===== src/rtl/vga_palette_ctrl.sv =====
// rtl/vga_palette_ctrl.sv - single-clock VGA scan-out with index FIFO and writable palette
module vga_palette_ctrl #(
  parameter int PAL_BITS   = 3,
  parameter int COLOR_W    = 8,
  parameter int FIFO_DEPTH = 16,
  parameter int CLK_DIV    = 4,
  parameter int H_ACTIVE   = 640,
  parameter int H_FP       = 16,
  parameter int H_SYNC     = 96,
  parameter int H_BP       = 48,
  parameter int V_ACTIVE   = 480,
  parameter int V_FP       = 10,
  parameter int V_SYNC     = 2,
  parameter int V_BP       = 33
) (
  input  logic                   clk_100mhz_buf,
  input  logic                   rst,
  input  logic [PAL_BITS-1:0]    pix_index,
  input  logic                   pix_valid,
  output logic                   pix_ready,
  input  logic                   pal_we,
  input  logic [PAL_BITS-1:0]    pal_addr,
  input  logic [3*COLOR_W-1:0]   pal_wdata,
  input  logic                   underflow_clr,
  output logic                   underflow,
  output logic                   frame_start,
  output logic                   blank,
  output logic                   hsync,
  output logic                   vsync,
  output logic                   comp_sync,
  output logic [COLOR_W-1:0]     pixel_r,
  output logic [COLOR_W-1:0]     pixel_g,
  output logic [COLOR_W-1:0]     pixel_b
);

  localparam int HT       = H_ACTIVE + H_FP + H_SYNC + H_BP;
  localparam int VT       = V_ACTIVE + V_FP + V_SYNC + V_BP;
  localparam int HW       = $clog2(HT);
  localparam int VW       = $clog2(VT);
  localparam int DW       = $clog2(CLK_DIV);
  localparam int AW       = $clog2(FIFO_DEPTH);
  localparam int PAL_N    = 1 << PAL_BITS;
  localparam int RGB_W    = 3 * COLOR_W;
  localparam int CH_SHIFT = (COLOR_W >= 8) ? 0 : 8 - COLOR_W;

  logic [DW-1:0] div;
  logic [HW-1:0] hc;
  logic [VW-1:0] vc;
  logic          pe;
  logic          active;
  logic          hs_win;
  logic          vs_win;

  assign pe     = (div == DW'(CLK_DIV - 1));
  assign active = (32'(hc) < H_ACTIVE) && (32'(vc) < V_ACTIVE);
  assign hs_win = (32'(hc) >= H_ACTIVE + H_FP) && (32'(hc) < H_ACTIVE + H_FP + H_SYNC);
  assign vs_win = (32'(vc) >= V_ACTIVE + V_FP) && (32'(vc) < V_ACTIVE + V_FP + V_SYNC);

  always_ff @(posedge clk_100mhz_buf) begin
    if (rst) begin
      div <= '0;
      hc  <= '0;
      vc  <= '0;
    end else if (pe) begin
      div <= '0;
      if (hc == HW'(HT - 1)) begin
        hc <= '0;
        vc <= (vc == VW'(VT - 1)) ? '0 : vc + 1'b1;
      end else begin
        hc <= hc + 1'b1;
      end
    end else begin
      div <= div + 1'b1;
    end
  end

  // Index FIFO; pointers wrap naturally because the depth is a power of two.
  logic [PAL_BITS-1:0] fifo_mem [FIFO_DEPTH];
  logic [AW-1:0]       wr_ptr;
  logic [AW-1:0]       rd_ptr;
  logic [AW:0]         count;
  logic                full;
  logic                empty;
  logic                push;
  logic                pop;

  assign full      = (count == (AW+1)'(FIFO_DEPTH));
  assign empty     = (count == '0);
  assign pix_ready = ~full;
  assign push      = pix_valid & ~full;
  assign pop       = pe & active & ~empty;

  always_ff @(posedge clk_100mhz_buf) begin
    if (rst) begin
      wr_ptr <= '0;
      rd_ptr <= '0;
      count  <= '0;
    end else begin
      if (push) wr_ptr <= wr_ptr + 1'b1;
      if (pop)  rd_ptr <= rd_ptr + 1'b1;
      count <= count + (AW+1)'(push) - (AW+1)'(pop);
    end
  end

  always_ff @(posedge clk_100mhz_buf) begin
    if (push) fifo_mem[wr_ptr] <= pix_index;
  end

  function automatic logic [COLOR_W-1:0] chan(input logic [7:0] v);
    logic [31:0] t;
    t = {24'd0, v} >> CH_SHIFT;
    return t[COLOR_W-1:0];
  endfunction

  function automatic logic [RGB_W-1:0] pal_default(input int i);
    logic [23:0] c;
    case (i)
      1:       c = 24'h00FF00;
      2:       c = 24'h0000FF;
      3:       c = 24'hFF0000;
      4:       c = 24'h66FFFF;
      5:       c = 24'hD3D3D3;
      6:       c = 24'hFFFFFF;
      7:       c = 24'hCCFF99;
      default: c = 24'h000000;
    endcase
    return {chan(c[23:16]), chan(c[15:8]), chan(c[7:0])};
  endfunction

  logic [RGB_W-1:0] pal [PAL_N];

  always_ff @(posedge clk_100mhz_buf) begin
    if (rst) begin
      for (int i = 0; i < PAL_N; i++) pal[i] <= pal_default(i);
    end else if (pal_we) begin
      pal[pal_addr] <= pal_wdata;
    end
  end

  // Lookup reads the pre-edge palette, so a same-cycle write is seen on the next pixel.
  logic [RGB_W-1:0] rgb_next;
  logic [RGB_W-1:0] rgb_q;

  assign rgb_next = !active ? '0 : (empty ? pal[0] : pal[fifo_mem[rd_ptr]]);
  assign pixel_r  = rgb_q[3*COLOR_W-1 -: COLOR_W];
  assign pixel_g  = rgb_q[2*COLOR_W-1 -: COLOR_W];
  assign pixel_b  = rgb_q[COLOR_W-1:0];

  always_ff @(posedge clk_100mhz_buf) begin
    if (rst) begin
      blank       <= 1'b0;
      hsync       <= 1'b1;
      vsync       <= 1'b1;
      comp_sync   <= 1'b1;
      rgb_q       <= '0;
      frame_start <= 1'b0;
      underflow   <= 1'b0;
    end else begin
      frame_start <= pe && (hc == '0) && (vc == '0);
      if (pe) begin
        blank     <= active;
        hsync     <= ~hs_win;
        vsync     <= ~vs_win;
        comp_sync <= ~hs_win & ~vs_win;
        rgb_q     <= rgb_next;
      end
      if (pe && active && empty) underflow <= 1'b1;
      else if (underflow_clr)    underflow <= 1'b0;
    end
  end

endmodule


===== config.mk =====
export PLATFORM = sky130hd
export DESIGN_NAME = vga_palette_ctrl
export DESIGN_NICKNAME = d
export VERILOG_FILES = /design/src/rtl/vga_palette_ctrl.sv
export SDC_FILE = /design/constraint.sdc
export NUM_CORES = 1
export LEC_CHECK = 0
export ABC_AREA = 1
export CORE_ASPECT_RATIO = 1.25
export CORE_MARGIN = 10
export CORE_UTILIZATION = 65
export DETAILED_ROUTE_END_ITERATION = 6
export DONT_BUFFER_PORTS = 1
export HOLD_SLACK_MARGIN = 0.1
export MAX_ROUTING_LAYER = met4
export PLACE_DENSITY = 0.79
export SETUP_SLACK_MARGIN = 0.4
export SYNTH_ARGS = -nofsm -noshare
export SYNTH_HDL_FRONTEND = slang
export SYNTH_SLANG_ARGS = --single-unit

===== constraint.sdc =====
create_clock -name clk_100mhz_buf -period 4.4 [get_ports clk_100mhz_buf]
set_input_delay 0.44 -clock clk_100mhz_buf [delete_from_list [all_inputs] [get_ports clk_100mhz_buf]]
set_output_delay 0.44 -clock clk_100mhz_buf [all_outputs]
set_load 0.03 [all_outputs]

==> impl_summary.txt <==
----------------------------------------------------
[Logic synthesis]
  Top FF cell, synth ... sky130_fd_sc_hd__edfxtp_1
  Top-count cell post-synth ... sky130_fd_sc_hd__nand2_1
  Number of enable flip-flop cells after synthesis ... 240
  Async SR Flop Fraction ... 0%
  Post-synthesis sequential element count ... 309
  Mean instance size in the synthesized netlist ... 9.30 sq um
  Synthesized net count ... 1,537
  Post-synth cell types ... 35
  Cell area after synthesis ... 13,800 sq um
  Number of synthesis warnings ... 0
  Synth top area share ... 52.2%
  Commonest cells in the netlist ... sky130_fd_sc_hd__nand2_1, sky130_fd_sc_hd__nand3_1, sky130_fd_sc_hd__edfxtp_1, sky130_fd_sc_hd__nor2_1, sky130_fd_sc_hd__inv_1
  Synthesized instance count ... 1,486
  Share of synthesized area occupied by flip-flops and latches ... 62.1%
  Synth area leader ... sky130_fd_sc_hd__edfxtp_1
  Cell types with the largest area share after synthesis ... sky130_fd_sc_hd__edfxtp_1, sky130_fd_sc_hd__nand3_1, sky130_fd_sc_hd__nand2_1, sky130_fd_sc_hd__dfxtp_1, sky130_fd_sc_hd__nor2_1

[Setup path]
  CP required ... 4.89 ns
  Kind of critical path ... flip-flop to flip-flop
  Category of the worst setup path capture point ... flip-flop
  Highest net fanout along the worst path ... between 50 and 60
  WP data arrival ... ~3.7 ns
  Kind of start point of the critical path ... flip-flop

[Detailed routing]
  Total wire length ... 34,400 microns
  Routed via count ... 10,800
  Drt initial violations ... about 1,200
  Mean routed wirelength per cell ... 19.4 microns
  Number of detailed-route iterations in the first pass ... 6
  Avg Vias per Cell ... around 6.1
  Met1 Routed Length ... approximately 13,000 microns
  DRC Markers ... 0
  Routed length on met3 ... 3390 microns
  Top metal layer carrying routed signals ... met4
  Total met2 wirelength after detailed routing ... approximately 17,000 microns
  Number of routed nets with antenna violations ... 0

[STA]
  Finish-stage setup viols ... 0
  Share of the clock period used by the worst path after layout ... 72.8%
  Total negative slack ... 0 ns
  Clk_skew ... between 0.01 and 0.015 ns
  Measured slew at the worst slew-check pin ... 1.29 ns
  Max-slew violation count ... 0
  Relative slew slack ... 13.9%
  Minimum clock period ... ~3.2 ns
  FMAX ... around 310 MHz
  Unrepaired setup endpoints after global routing ... false
  Hold_ws ... 0.134 ns
  Hold Violations, Final ... 0

[Pwr]
  Combinational group share of total power ... 19.5%
  Sequential Power Share ... 45.9%
  Fraction of power spent switching nets ... 29.6%
  Sw Pwr ... 2.23 mW
  Worst vdd ir ... roughly 370 uV
  Total power ... 7.54 mW
  Clock power share ... roughly 35%
  Cell Int Power ... 5.31 mW
  Power per cell area ... 501 nW/um^2
  Leakage Power ... 5.91 nW

[Placement]
  Routability cong. ... 0.903
  Dpl hpwl ... 20,400 microns
  Dpl cell area ... around 14,000 sq um
  Port buffer count ... 0

[CTS]
  Clock root buffer ... sky130_fd_sc_hd__clkbuf_16
  Latest clock arrival within the worst-skew pair ... 0.55 ns
  Number of sinks handled by clock tree synthesis ... approximately 310
  Clock buffer count from CTS ... 29
  Post-CTS Resized ... 0
  TritonCTS clock tree ... yes
  Number of buffers between clock root and the deepest sink ... 3
  Clock-pin transition on the worst setup and hold timing paths ... 0.06 ns
  Number of H-tree levels ... 1

[Layout]
  Area growth, synth to finish ... 8.94%
  Core utilization of the finished layout ... 72.1%
  Fraction of final layout cells with drive strength greater than 1 ... 5.55%
  # nets final ... 1,525
  Post-Layout Inst Area ... around 15,000 sq um

[Job]
  Max_cap viols ... 0

[GRT]
  All-Layer GR Usage ... 25.4%
  Antenna violations before repair ... 1
  Global-route wire length before repair ... 54,400 microns
  Number of global-route vias before repair ... 10,400
  Remaining Overflow, GRT ... 0
  Maximum number of pins on one net before global-route repair ... 58

[Floorplan]
  Vert. Die Dim ... between 150 and 200 microns
  Area of the core ... 20,900 sq um
  Std-Cell Rows ... 59
  Chip width ... 150 microns
  # IOs ... 66
  Area of the die ... 27,500 sq um
  Initial core utilization ... 66.1%

[Hold path]
  HP Class ... input pin to flip-flop

[Outcome]
  Run status ... complete, no violations

----------------------------------------------------
[per-stage QoR]
step,setup slack (ns),instances
2_1_floorplan,1.39,1486
3_3_place_gp,1.45,1712
3_5_place_dp,1.35,1712
4_1_cts,1.27,1769
5_1_grt,0.979,1770
6_report,1.20,1770
[power by group through the flow]
stage          Clock, mW  Combinational [mW]  Sequential, mW
3_5_place_dp           0                1.42            3.52
3_3_place_gp           0                1.38            3.51
2_1_floorplan          0                1.11            3.48
4_1_cts             2.62                1.45            3.46
5_1_grt             2.74                1.62            3.48
6_report            2.61                1.47            3.46
[kinds of logic (layout without fill, tap and decap cells)]
kind of cell | after synthesis | count (layout) | synth area share [%]
xor+xnor | 3 | 3 | 0.190
compound gates | 50 | 50 | 1.92
flops | 309 | 309 | 62.1
fa+ha+maj | 16 | 16 | 1.50
simple gates | 930 | 930 | 28.7
buf+inv | 178 | 187 | 5.55
other cells | 0 | 1 | 0
[worst paths after layout]
kind                                 end  cells after the start  slack [ns]              start
setup / recovery   rgb_q[3]$_SDFFE_PP0P_                     13        1.20          flip-flop
hold / removal    wr_ptr[1]$_SDFFE_PP0P_                      2        0.13          pix_valid
setup reg to reg   rgb_q[3]$_SDFFE_PP0P_                     13        1.20          flip-flop
hold reg to reg        div[0]$_SDFF_PP0_                      1        0.42  div[0]$_SDFF_PP0_
[critical path, cell delays in order (launching register included)]
cell and delay [ns]:
sky130_fd_sc_hd__dfxtp_1 0.86, sky130_fd_sc_hd__inv_4 0.25, sky130_fd_sc_hd__nand2_1 0.13, sky130_fd_sc_hd__nand3_1 0.07, sky130_fd_sc_hd__nand3_1 0.14, sky130_fd_sc_hd__nand3_4 0.28, sky130_fd_sc_hd__nand2_2 0.18, sky130_fd_sc_hd__buf_4 0.53
sky130_fd_sc_hd__nand2_1 0.16, sky130_fd_sc_hd__nand3_1 0.12, sky130_fd_sc_hd__nand3_1 0.11, sky130_fd_sc_hd__nand3_1 0.14, sky130_fd_sc_hd__nand2_1 0.06, sky130_fd_sc_hd__nand2_1 0.06
[routing by layer]
metal  up-vias  track usage [%]
met5         -                -
met4         0             9.74
met3       110             4.41
met2       620             41.7
met1      5067             30.7
li1       4966                -
[cell usage in the layout (no fill, tap or decap), drive strengths merged]
master / netlist / final
fa: 1 / 1
dfxtp: 69 / 69
clkbuf: 32 / 34
diode: 0 / 1
a21oi: 27 / 27
clkinvlp: 0 / 3
xnor2: 1 / 1
a22oi: 1 / 1
clkinv: 4 / 13
nor2: 202 / 202
inv: 99 / 99
a211oi: 1 / 1
nand2: 384 / 384
nor4: 3 / 3
ha: 15 / 15
buf: 43 / 27
xor2: 2 / 2
nor3: 13 / 13
o21a: 1 / 1
o21ai: 17 / 17
dlygate4sd3: 0 / 5
nand3: 317 / 317
bufinv: 0 / 6
edfxtp: 240 / 240
o211ai: 1 / 1
o22ai: 1 / 1
nand4: 7 / 7
a2111oi: 1 / 1
and3: 1 / 1
nor3b: 3 / 3
[flip-flops by register name, summed over array words and instances (netlist names), 4 cells and up, named ones only]
signal and flops:
fifo_mem 48, pal 192, hc 10, wr_ptr 4, rgb_q 24, rd_ptr 4, count 5, vc 10
[final cells by class]
cell class / instances / area, sq um
Clock inverter: 18 / 244
Tap cell: 274 / 343
Sequential cell: 309 / 8590
Clock buffer: 34 / 744
Timing Repair Buffer: 32 / 253
Inverter: 103 / 389
Fill cell: 1485 / 5840
Multi-Input combinational cell: 999 / 4490
Antenna cell: 1 / 2.50
[what timing repair did]
action / 4_1_cts / 5_1_grt
endpoints found under the hold margin: 59 / 0
buffers inserted: 0 / 0
hold buffers: 5 / 0
Power figures use the tool's default switching activity.
